File: config.mk
export PLATFORM = sky130hd
export DESIGN_NAME = hazard_stall_ctrl
export DESIGN_NICKNAME = d
export VERILOG_FILES = /design/src/rtl/hazard_stall_ctrl.sv
export SDC_FILE = /design/constraint.sdc
export NUM_CORES = 1
export LEC_CHECK = 0
export ABC_AREA = 1
export CAP_MARGIN = 20
export CORE_ASPECT_RATIO = 0.7
export CORE_MARGIN = 3
export CORE_UTILIZATION = 25
export CTS_CLUSTER_SIZE = 25
export DETAILED_ROUTE_END_ITERATION = 7
export MAX_ROUTING_LAYER = met4
export SLEW_MARGIN = 10
export SYNTH_ARGS = -nofsm -noshare
export SYNTH_HDL_FRONTEND = slang
export SYNTH_SLANG_ARGS = --single-unit
File: constraint.sdc
create_clock -name clk -period 3.6 [get_ports clk]
set_clock_uncertainty 0.05 [all_clocks]
set_input_delay 0.72 -clock clk [delete_from_list [all_inputs] [get_ports clk]]
set_output_delay 0.72 -clock clk [all_outputs]
set_load 0.05 [all_outputs]
File: src/rtl/hazard_stall_ctrl.sv
// hazard_stall_ctrl: pipeline hazard / stall sequencer for the 5-stage core.
// Catches load-use and flag-use hazards that forwarding cannot cover,
// sequences IF/ID flushes after taken branches, and freezes the whole
// pipeline while a data-memory access is outstanding (req/ack).
// State is registered; the control outputs are decoded combinationally
// from state plus the current inputs so they act in the same cycle.
module hazard_stall_ctrl #(
    parameter int FLUSH_CYCLES = 1,   // 1..3
    parameter int CNT_W        = 16
) (
    input  logic             clk,
    input  logic             reset,
    input  logic             IdEx_MemRead,
    input  logic [4:0]       IdEx_Rd,
    input  logic [4:0]       IfId_Rn,
    input  logic [4:0]       IfId_Rm,
    input  logic             IfId_usesRm,
    input  logic             flagSetEX,
    input  logic             IfId_condBr,
    input  logic             branch_taken,
    input  logic             dmem_req,
    input  logic             dmem_ack,
    output logic             pc_write,
    output logic             ifid_write,
    output logic             idex_bubble,
    output logic             ifid_flush,
    output logic             pipe_hold,
    output logic [CNT_W-1:0] stall_cycles
);

    typedef enum logic [1:0] {
        RUN      = 2'd0,
        MEM_WAIT = 2'd1,
        FLUSH    = 2'd2
    } state_t;

    localparam logic [1:0] FC_RELOAD = 2'(FLUSH_CYCLES - 1);

    state_t     state, state_nxt;
    logic [1:0] fcnt, fcnt_nxt;   // remaining flush cycles; nonzero only while a flush is pending
    logic       lu_haz, fl_haz, mem_stall;

    // X31 is the zero register, so it never carries a real dependency.
    assign lu_haz = IdEx_MemRead && (IdEx_Rd != 5'd31) &&
                    ((IdEx_Rd == IfId_Rn) || (IfId_usesRm && (IdEx_Rd == IfId_Rm)));
    // ALU flags are forwarded; only a flag-setting load needs the stall.
    assign fl_haz = flagSetEX && IfId_condBr && IdEx_MemRead;
    // A req acked in the same cycle costs nothing.
    assign mem_stall = dmem_req && !dmem_ack;

    // Next-state and output decode; reset forces the free-running defaults.
    always_comb begin
        state_nxt   = state;
        fcnt_nxt    = fcnt;
        pc_write    = 1'b1;
        ifid_write  = 1'b1;
        idex_bubble = 1'b0;
        ifid_flush  = 1'b0;
        pipe_hold   = 1'b0;
        if (!reset) begin
            case (state)
                RUN: begin
                    if (mem_stall) begin
                        pipe_hold  = 1'b1;
                        pc_write   = 1'b0;
                        ifid_write = 1'b0;
                        state_nxt  = MEM_WAIT;
                    end else if (branch_taken) begin
                        ifid_flush  = 1'b1;
                        idex_bubble = 1'b1;
                        if (FLUSH_CYCLES > 1) begin
                            state_nxt = FLUSH;
                            fcnt_nxt  = FC_RELOAD;
                        end
                    end else if (lu_haz || fl_haz) begin
                        // The bubble clears IdEx_MemRead, so this lasts one cycle.
                        pc_write    = 1'b0;
                        ifid_write  = 1'b0;
                        idex_bubble = 1'b1;
                    end
                end
                MEM_WAIT: begin
                    // Branches/hazards are ignored here; upstream is frozen and holds them.
                    if (dmem_ack) begin
                        // Resume an interrupted flush if one was pending.
                        state_nxt = (fcnt != 2'd0) ? FLUSH : RUN;
                    end else begin
                        pipe_hold  = 1'b1;
                        pc_write   = 1'b0;
                        ifid_write = 1'b0;
                    end
                end
                FLUSH: begin
                    if (mem_stall) begin
                        // Counter is preserved across the memory wait.
                        pipe_hold  = 1'b1;
                        pc_write   = 1'b0;
                        ifid_write = 1'b0;
                        state_nxt  = MEM_WAIT;
                    end else begin
                        ifid_flush  = 1'b1;
                        idex_bubble = 1'b1;
                        if (branch_taken) begin
                            fcnt_nxt = FC_RELOAD;
                        end else if (fcnt <= 2'd1) begin
                            fcnt_nxt  = 2'd0;
                            state_nxt = RUN;
                        end else begin
                            fcnt_nxt = fcnt - 2'd1;
                        end
                    end
                end
                default: begin
                    state_nxt = RUN;
                    fcnt_nxt  = 2'd0;
                end
            endcase
        end
    end

    // State and flush-counter registers.
    always_ff @(posedge clk) begin
        if (reset) begin
            state <= RUN;
            fcnt  <= 2'd0;
        end else begin
            state <= state_nxt;
            fcnt  <= fcnt_nxt;
        end
    end

    // Saturating count of cycles spent holding, bubbling or flushing.
    always_ff @(posedge clk) begin
        if (reset) begin
            stall_cycles <= '0;
        end else if ((pipe_hold || idex_bubble || ifid_flush) && (stall_cycles != '1)) begin
            stall_cycles <= stall_cycles + 1'b1;
        end
    end

endmodule

# Yosys cells after proc, flatten, opt, wreduce, memory -nomap -nowiden

Index checks and enable logic that the tools add are counted.

Logic and storage cells: 67
Register bits after elaboration: 20

Reduce and logical (&&, ||, !) cells: 18
Order comparisons: 1
$add $sub $neg: 2
Muxes and demuxes: 31
Eq/ne operators: 11
Bitwise logic cells: 1

Operators with widths:

| operator                | number |
|---|---|
| $mux W2                 | 9 |
| $add A16 B1 Y16 const B | 1 |
| $mux W1                 | 16 |
| $ne A16 B16 Y1 const B  | 1 |
| $eq A5 B5 Y1            | 2 |
| $logic_and A1 B1 Y1     | 7 |
| $ne A2 B2 Y1 const B    | 3 |
| $ne A3 B3 Y1 const B    | 2 |
| $pmux W1 S2             | 3 |
| $pmux W2 S3             | 1 |
| $ne A5 B5 Y1 const B    | 1 |
| $logic_or A1 B1 Y1      | 4 |
| $pmux W2 S2             | 1 |
| $reduce_and A4 Y1       | 1 |
| $reduce_or A2 Y1        | 2 |
| $pmux W1 S3             | 1 |
| $eq A2 B1 Y1 const B    | 1 |
| $eq A2 B2 Y1 const B    | 1 |
| $le A2 B1 Y1 const B    | 1 |
| $logic_not A2 Y1        | 1 |
| $reduce_and A2 Y1       | 1 |
| $reduce_bool A2 Y1      | 1 |
| $sub A2 B1 Y2 const B   | 1 |
| $logic_not A1 Y1        | 1 |
| $not A1 Y1              | 1 |

# Longest topological paths before layout

Gate-level depths: netlist of the first run.

Depth after elaboration: 13
Mapped depth: 16
Mapped depth without buffers: 16

# Worst setup path before layout of the first run

No wires, ideal clock.

Kind: input to output
From: input port IfId_Rm[0]
To: output port pc_write
Arrival time: 2127 ps
Cell stages on the path: 12
Required time: 2830 ps
Slack: 703 ps
Path through: inv_1 > nand2_1 > nand2_1 > nor2_1 > nand3_1 > nand2_1 > nand2_1 > nand2_1 > nand2_1 > nand2_1 > nand4_1 > buf_4

Longest elaborated chain between the ends: 10

RTL lines:

| what                 | RTL line | text |
|---|---|---|
| start: declaration   | 16       | `input logic [4:0] IfId_Rm,` |
| $eq A5 B5 Y1         | 45       | `((IdEx_Rd == IfId_Rn) \|\| (IfId_usesRm && (IdEx_Rd == IfId_Rm)));` |
| $logic_and A1 B1 Y1  | 45       |  |
| $logic_or A1 B1 Y1   | 45       |  |
| $logic_and A1 B1 Y1  | 44       | `assign lu_haz = IdEx_MemRead && (IdEx_Rd != 5'd31) &&` |
| $logic_or A1 B1 Y1   | 75       | `end else if (lu_haz \|\| fl_haz) begin` |
| $mux W1 (3 in a row) | n/a      |  |
| $pmux W1 S3          | n/a      |  |
| $mux W1              | n/a      |  |
| end: declaration     | 23       | `output logic pc_write,` |

No other way between the ends.

# Worst setup path in the final report of the first run

From: input port IdEx_Rd[0]
To: output port ifid_write

Longest elaborated chain between the ends: 10

RTL lines:

| what                  | RTL line | text |
|---|---|---|
| start: declaration    | 14       | `input logic [4:0] IdEx_Rd,` |
| $eq A5 B5 Y1          | 45       |  |
| $logic_and A1 B1 Y1   | 45       |  |
| $logic_or A1 B1 Y1    | 45       |  |
| $logic_and A1 B1 Y1 * | 44       |  |
| $logic_or A1 B1 Y1 *  | 75       |  |
| $mux W1 *             | 75       |  |
| $mux W1 *             | 68       | `end else if (branch_taken) begin` |
| $mux W1 *             | 63       | `if (mem_stall) begin` |
| $pmux W1 S3 *         | 61       | `case (state)` |
| $mux W1 *             | 60       | `if (!reset) begin` |
| end: declaration      | 24       | `output logic ifid_write,` |

Mark *: on every way between the ends. The rest lies on a longest branch, timed or not.

==> run_results.csv, run 1 <==
group,metric,value,unit
min_path,hold_end,"fcnt[1]",
global_route,grt_max_degree,20,
floorplan,core,0.00542,mm2
min_path,min_path_type,"flip-flop to flip-flop",
timing,fmaxAchievable,326,MHz
yosys,synth-simple-area-share,39.4,%
detailed_routing,ant_nets,0,
timing,slew_violations,0,
yosys,synthAdderAreaFrac,0.865,%
detailed_routing,wl_per_cell,10.7,um
worst_setup_path,critPathSlowestCell,"clkdlybuf4s50_1",
yosys,ys_ff_latch,20,
finish,drive_above_1_share,11.5,%
finish,antenna_cells,0,
clock_network,clock-sinks,20,
global_route,grt_pass1_wl,6.28,mm
power_and_ir_drop,p_per_area,260,mW/mm2
power_and_ir_drop,comb_power_share,27.9,%
clock_network,clk_latency,250,ps
clock_network,cts_max_level,1,
clock_network,clockBufferDepth,2,
finish,areaGrowthSynthToFinish,39.1,%
worst_setup_path,r2r-end,"stall_cycles[6]",
global_route,grt_overflow_total,0,
status,status,"finished clean",
yosys,synth_cells,227,
yosys,synth_flop_cell,"dfxtp_1",
timing,max_slew.worst_pin.slew,512,ps
worst_setup_path,crit_top_cell,"nand2_1",
yosys,synth-xor-area-share,8.48,%
worst_setup_path,cp.arrival,2300,ps
power_and_ir_drop,p_sw,0.163,mW
detailed_routing,drt_wl_total,3.65,mm
timing,fin_crit,3070,ps
yosys,netlist_area,0.00145,mm2
placement,pre_cts_slack,517,ps
power_and_ir_drop,netSwitchingFraction,31.2,%
power_and_ir_drop,p_leak,0.811,nW
worst_setup_path,worstSetupEndpointType,"output pin",
worst_setup_path,path_max_fanout,4,
worst_setup_path,critPathRequiredTime,2830,ps
yosys,async_flop_share,0,%
yosys,synth_area_leaders,"dfxtp_1, nand2_1, nand3_1",
min_path,min_from,"fcnt[1]",
power_and_ir_drop,pwr-share-clk,28.2,%
clock_network,postCtsSetupRepairBufs,0,
timing,fin_ws,534,ps
yosys,muxShareOfSynthArea,0,%
timing,fin_crit_sh,85.2,%
flow_run,drv_cap,0,
yosys,synth_compound_area_share,12.0,%
placement,gp_congestion,0.797,
yosys,seq_area_frac_synth,27.7,%
worst_setup_path,r2r-start,"stall_cycles[0]",
timing,relSlewSlack,65.7,%
detailed_routing,dr.pass1.iters,4,
global_route,grt_pass1_vias,1344,
detailed_routing,drc,0,
detailed_routing,vias,1464,
power_and_ir_drop,total_power,0.524,mW
yosys,synth_top_area_cell,"dfxtp_1",
worst_setup_path,worstPathCellList,"clkdlybuf4s50_1 -> inv_2 -> nand2_1 -> nand2_1 -> nor2_1 -> nand3_1 -> nand2_1 -> nand2_1 -> nand2_1 -> nand2_1 -> nand2_1 -> nand4_1 -> buf_12",
power_and_ir_drop,p_int,0.360,mW
detailed_routing,viasPerCell,4.29,
timing,setup_viol,0,
global_route,antenna_found_initial,0,
yosys,yosysUniqueCellTypes,25,
floorplan,num_io_pins,45,
detailed_routing,drt_iter0_drc,124,
yosys,syn_nets,252,
timing,rsz0062_at_grt,"no",
timing,fin_setup_tns,0,ps
floorplan,die_h,69.6,um
clock_network,cts_tree,"done",
floorplan,num_rows,22,
placement,place.port_buffers,44,
power_and_ir_drop,p_seq_share,44.0,%
worst_setup_path,r2r_cells,9,
worst_setup_path,start_kind,"primary input",
clock_network,post_cts_resized,0,
yosys,synth_top_area_share,27.7,%
finish,nets,296,
clock_network,root_buffer,"clkbuf_8",
floorplan,die_area,0.00675,mm2
yosys,synth_edf_count,0,
global_route,grt_usage,11.2,%
floorplan,dieWidth,96.9,um
worst_setup_path,cp.buffers_inverters,3,
worst_setup_path,crit_family,"buffers and inverters",
power_and_ir_drop,vdd.ir_drop.worst,80.4,uV
floorplan,start_util,26.7,%
placement,dpl.hpwl,2.85,mm
clock_network,cts_made_buffers,3,
worst_setup_path,worstSetupPathType,"primary input to output pin",
clock_network,ctsHoldBuffers,0,
yosys,syn_area_per_cell,6.37,um2
worst_setup_path,cpPeakStageDelay,560,ps
clock_network,clk_pin_slew,70,ps
timing,hold_viol,0,
finish,utilization,37.1,%
min_path,whs_path_depth,2,
yosys,synth_top_family_by_area,"simple AND/OR/NAND/NOR gates",
yosys,yosys_warnings,0,
worst_setup_path,ff2ff_setup_slack,1430,ps
-- per-stage QoR --
step	hold slack (ps)	cell area (um2)	std cells
finish	426	2010	341
floorplan	386	1450	227
global route	467	2010	341
detailed placement	408	1970	338
CTS	425	2010	341
global placement	415	1970	338
-- Yosys cell counts (5+ instances only) --
master and instances:
nand2_1 67, inv_1 28, nand3_1 23, dfxtp_1 20, nor2_1 20, a21oi_2 10, a21oi_1 9, xor2_1 9
inv_2 6, nor3_1 6, nand4_1 5, xnor2_1 5
-- power groups by stage --
stage	clock network, mW	logic, mW	registers [mW]
floorplan	0	0.0819	0.242
global route	0.164	0.160	0.232
global placement	0	0.147	0.236
finish	0.147	0.146	0.230
CTS	0.157	0.147	0.230
detailed placement	0	0.147	0.235
-- routing by layer --
| metal | track usage, % | share of wire, % | up-vias |
|---|---|---|---|
| met5 | - | 0 | - |
| met4 | 1.87 | 0.96 | 0 |
| met3 | 2.01 | 3.8 | 4 |
| met2 | 16.6 | 42 | 25 |
| met1 | 16.0 | 53 | 632 |
| li1 | - | - | 803 |
-- how the worst max path moves through the flow --
stage	from	to	cells past startpoint
4_1_cts	IdEx_Rd[0]	ifid_write	13
3_3_place_gp	IdEx_Rd[0]	pc_write	13
6_report	IdEx_Rd[0]	ifid_write	13
3_5_place_dp	IdEx_Rd[0]	ifid_write	13
2_1_floorplan	IfId_Rm[0]	pc_write	12
5_1_grt	IdEx_Rd[1]	pc_write	13
-- cell usage in the layout (no fill, tap or decap) --
cell type,n
a21oi_2,10
buf_4,3
nand3_1,23
xnor2_1,5
xor2_1,9
clkdlybuf4s50_1,39
o21ai_0,2
inv_1,28
a21oi_1,9
o2111ai_1,1
a31oi_1,1
o21a_1,1
nand2_1,67
nand2_2,2
nor3_1,6
nand2_4,2
buf_12,3
nor3_4,2
nor2_1,20
a311oi_1,1
clkbuf_8,3
nand4_1,5
inv_2,6
dfxtp_1,20
ha_1,1
-- logic make-up (layout without fill, tap and decap cells) --
| logic type | count (synthesis) | count (layout) |
|---|---|---|
| simple gates | 127 | 127 |
| xor+xnor | 14 | 14 |
| flops | 20 | 20 |
| buf+inv | 40 | 82 |
| fa+ha+maj | 1 | 1 |
| compound gates | 25 | 25 |
-- flip-flops by register name, indices dropped and copies added (netlist names) --
name	count
stall_cycles	16
fcnt	2
state	2
-- final cells by class --
class | instances | area (um2)
fill | 577 | 3410
timing repair buffer | 45 | 473
sequential | 20 | 400
clock buffer | 3 | 41.3
multi-input combinational | 167 | 880
tap | 72 | 90.1
inverter | 34 | 128
-- worst register-to-register path: cells and delay by family (launching register included) --
family	cells	cell delay [ps]
flops	1	450
simple gates	7	1240
compound gates	1	120
fa+ha+maj	1	250
(Power assumes the default switching activity.)
==> inputs of run 2 (changes only) <==
--- a/config.mk
+++ b/config.mk
@@ -9,7 +9,7 @@
 export CAP_MARGIN = 20
 export CORE_ASPECT_RATIO = 0.7
 export CORE_MARGIN = 3
-export CORE_UTILIZATION = 25
+export CORE_UTILIZATION = 30
 export CTS_CLUSTER_SIZE = 25
 export DETAILED_ROUTE_END_ITERATION = 7
 export MAX_ROUTING_LAYER = met4
==> run_results.csv, run 2 (synthesized netlist as in run 1, its figures left out) <==
group,metric,value,unit
timing,hold_viol,0,
timing,max_slew.worst_pin.slew,507,ps
finish,ff_latch_area,400,um2
placement,pre_cts_slack,470,ps
power_and_ir_drop,p_leak,0.818,nW
floorplan,start_util,32.3,%
detailed_routing,viasPerCell,4.59,
clock_network,clk_pin_slew,70,ps
detailed_routing,drt_iter0_drc,77,
placement,place.port_buffers,44,
power_and_ir_drop,vdd.ir_drop.worst,176,uV
finish,largest_reg_flops,16,
clock_network,post_cts_resized,0,
finish,fill_cells,478,
worst_setup_path,critPathCapture,"pc_write",
power_and_ir_drop,p_int,0.383,mW
worst_setup_path,r2r-end,"stall_cycles[1]",
power_and_ir_drop,p_sw,0.167,mW
flow_run,drv_cap,0,
power_and_ir_drop,comb_power_share,26.7,%
timing,rsz0062_at_grt,"no",
global_route,grt_max_degree,19,
global_route,grt_pass1_vias,1273,
finish,reg_top3,"stall_cycles (16), fcnt (2), state (2)",
clock_network,clock-sinks,20,
finish,final_cell_mix,"nand2_1, clkdlybuf4s50_1, inv_1, nand3_1",
clock_network,root_buffer,"clkbuf_8",
clock_network,ctsHoldBuffers,0,
finish,antenna_cells,0,
floorplan,num_io_pins,45,
status,status,"finished clean",
global_route,grt_usage,13.6,%
detailed_routing,drt_wl_total,3.69,mm
timing,whs,432,ps
floorplan,dieWidth,89.0,um
worst_setup_path,path_max_fanout,4,
detailed_routing,ant_nets,0,
clock_network,cts_max_level,1,
timing,fin_crit_sh,86.1,%
worst_setup_path,start_kind,"primary input",
floorplan,die_area,0.00570,mm2
timing,fmaxAchievable,323,MHz
timing,slew_violations,0,
worst_setup_path,ff2ff_setup_slack,1380,ps
timing,relSlewSlack,66.1,%
detailed_routing,dr.pass1.iters,4,
finish,areaGrowthSynthToFinish,38.6,%
timing,fin_setup_tns,0,ps
floorplan,die_h,64.1,um
detailed_routing,drc,0,
finish,multi_input_area,880,um2
detailed_routing,vias,1491,
worst_setup_path,worstSetupEndpointType,"output pin",
floorplan,core,0.00448,mm2
min_path,min_path_type,"flip-flop to flip-flop",
clock_network,cts_made_buffers,3,
finish,final_common_cell,"nand2_1",
worst_setup_path,cp.arrival,2330,ps
timing,fin_ws,500,ps
finish,nets,296,
timing,setup_viol,0,
placement,dpl.hpwl,2.81,mm
power_and_ir_drop,netSwitchingFraction,30.4,%
floorplan,num_rows,20,
detailed_routing,wl_per_cell,11.4,um
global_route,grt_overflow_total,0,
global_route,antenna_found_initial,0,
clock_network,cts_tree,"done",
worst_setup_path,critPathRequiredTime,2830,ps
worst_setup_path,critPathLaunch,"IdEx_Rd[0]",
timing,fin_crit,3100,ps
power_and_ir_drop,p_seq_share,41.8,%
clock_network,clk_latency,260,ps
global_route,grt_pass1_wl,6.10,mm
worst_setup_path,r2r-start,"stall_cycles[0]",
clock_network,postCtsSetupRepairBufs,0,
power_and_ir_drop,pwr-share-clk,31.5,%
worst_setup_path,worstSetupPathType,"primary input to output pin",
placement,gp_congestion,0.859,
clock_network,clockBufferDepth,2,
finish,top_register,"stall_cycles",
power_and_ir_drop,p_per_area,274,mW/mm2
finish,drive_above_1_share,11.9,%
worst_setup_path,r2r_cells,9,
run 2: layer usage:
layer | part of all wire (%) | track usage [%]
met1 | 55 | 22.2
met2 | 38 | 16.9
met3 | 6.3 | 3.61
met4 | 0.30 | 1.12
met5 | 0 | -
run 2: final cells by class:
cell class	instances	share of cell area, %
Sequential cell	20	20.0
Clock buffer	4	2.75
Timing Repair Buffer	45	23.6
Multi-Input combinational cell	167	43.9
Inverter	34	6.37
Tap cell	55	3.43
run 2: metrics by stage:
| stage | power (mW) | instance area, um2 | utilization, % | cells |
|---|---|---|---|---|
| 2_1_floorplan | 0.324 | 1450 | - | 227 |
| 3_3_place_gp | 0.382 | 1950 | 43.5 | 321 |
| 3_5_place_dp | 0.383 | 1950 | 43.5 | 321 |
| 4_1_cts | 0.557 | 2000 | 44.7 | 325 |
| 5_1_grt | 0.586 | 2000 | 44.7 | 325 |
| 6_report | 0.550 | 2000 | 44.7 | 325 |
run 2: how the worst min path moves through the flow:
stage / cells past startpoint / slack, ps / startpoint / endpoint
5_1_grt: 2 / 460 / fcnt[1] / fcnt[1]
2_1_floorplan: 2 / 390 / fcnt[1] / fcnt[1]
3_5_place_dp: 2 / 400 / fcnt[1] / fcnt[1]
6_report: 2 / 430 / fcnt[1] / fcnt[1]
3_3_place_gp: 2 / 420 / fcnt[1] / fcnt[1]
4_1_cts: 2 / 420 / fcnt[1] / fcnt[1]
run 2: power by group through the flow:
stage	registers [mW]	logic [mW]	clock network [mW]
floorplan	0.242	0.0819	0
global placement	0.235	0.147	0
detailed placement	0.235	0.147	0
CTS	0.230	0.148	0.179
global route	0.231	0.160	0.195
finish	0.230	0.147	0.173
run 2: critical path, stage by stage:
cell and delay [ps]:
clkdlybuf4s50_1 560, inv_2 40, nand2_1 50, nand2_1 50, nor2_1 110, nand3_1 90
nand2_1 70, nand2_1 50, nand2_1 70, nand2_1 50, nand2_1 50, nand4_1 200
buf_12 230
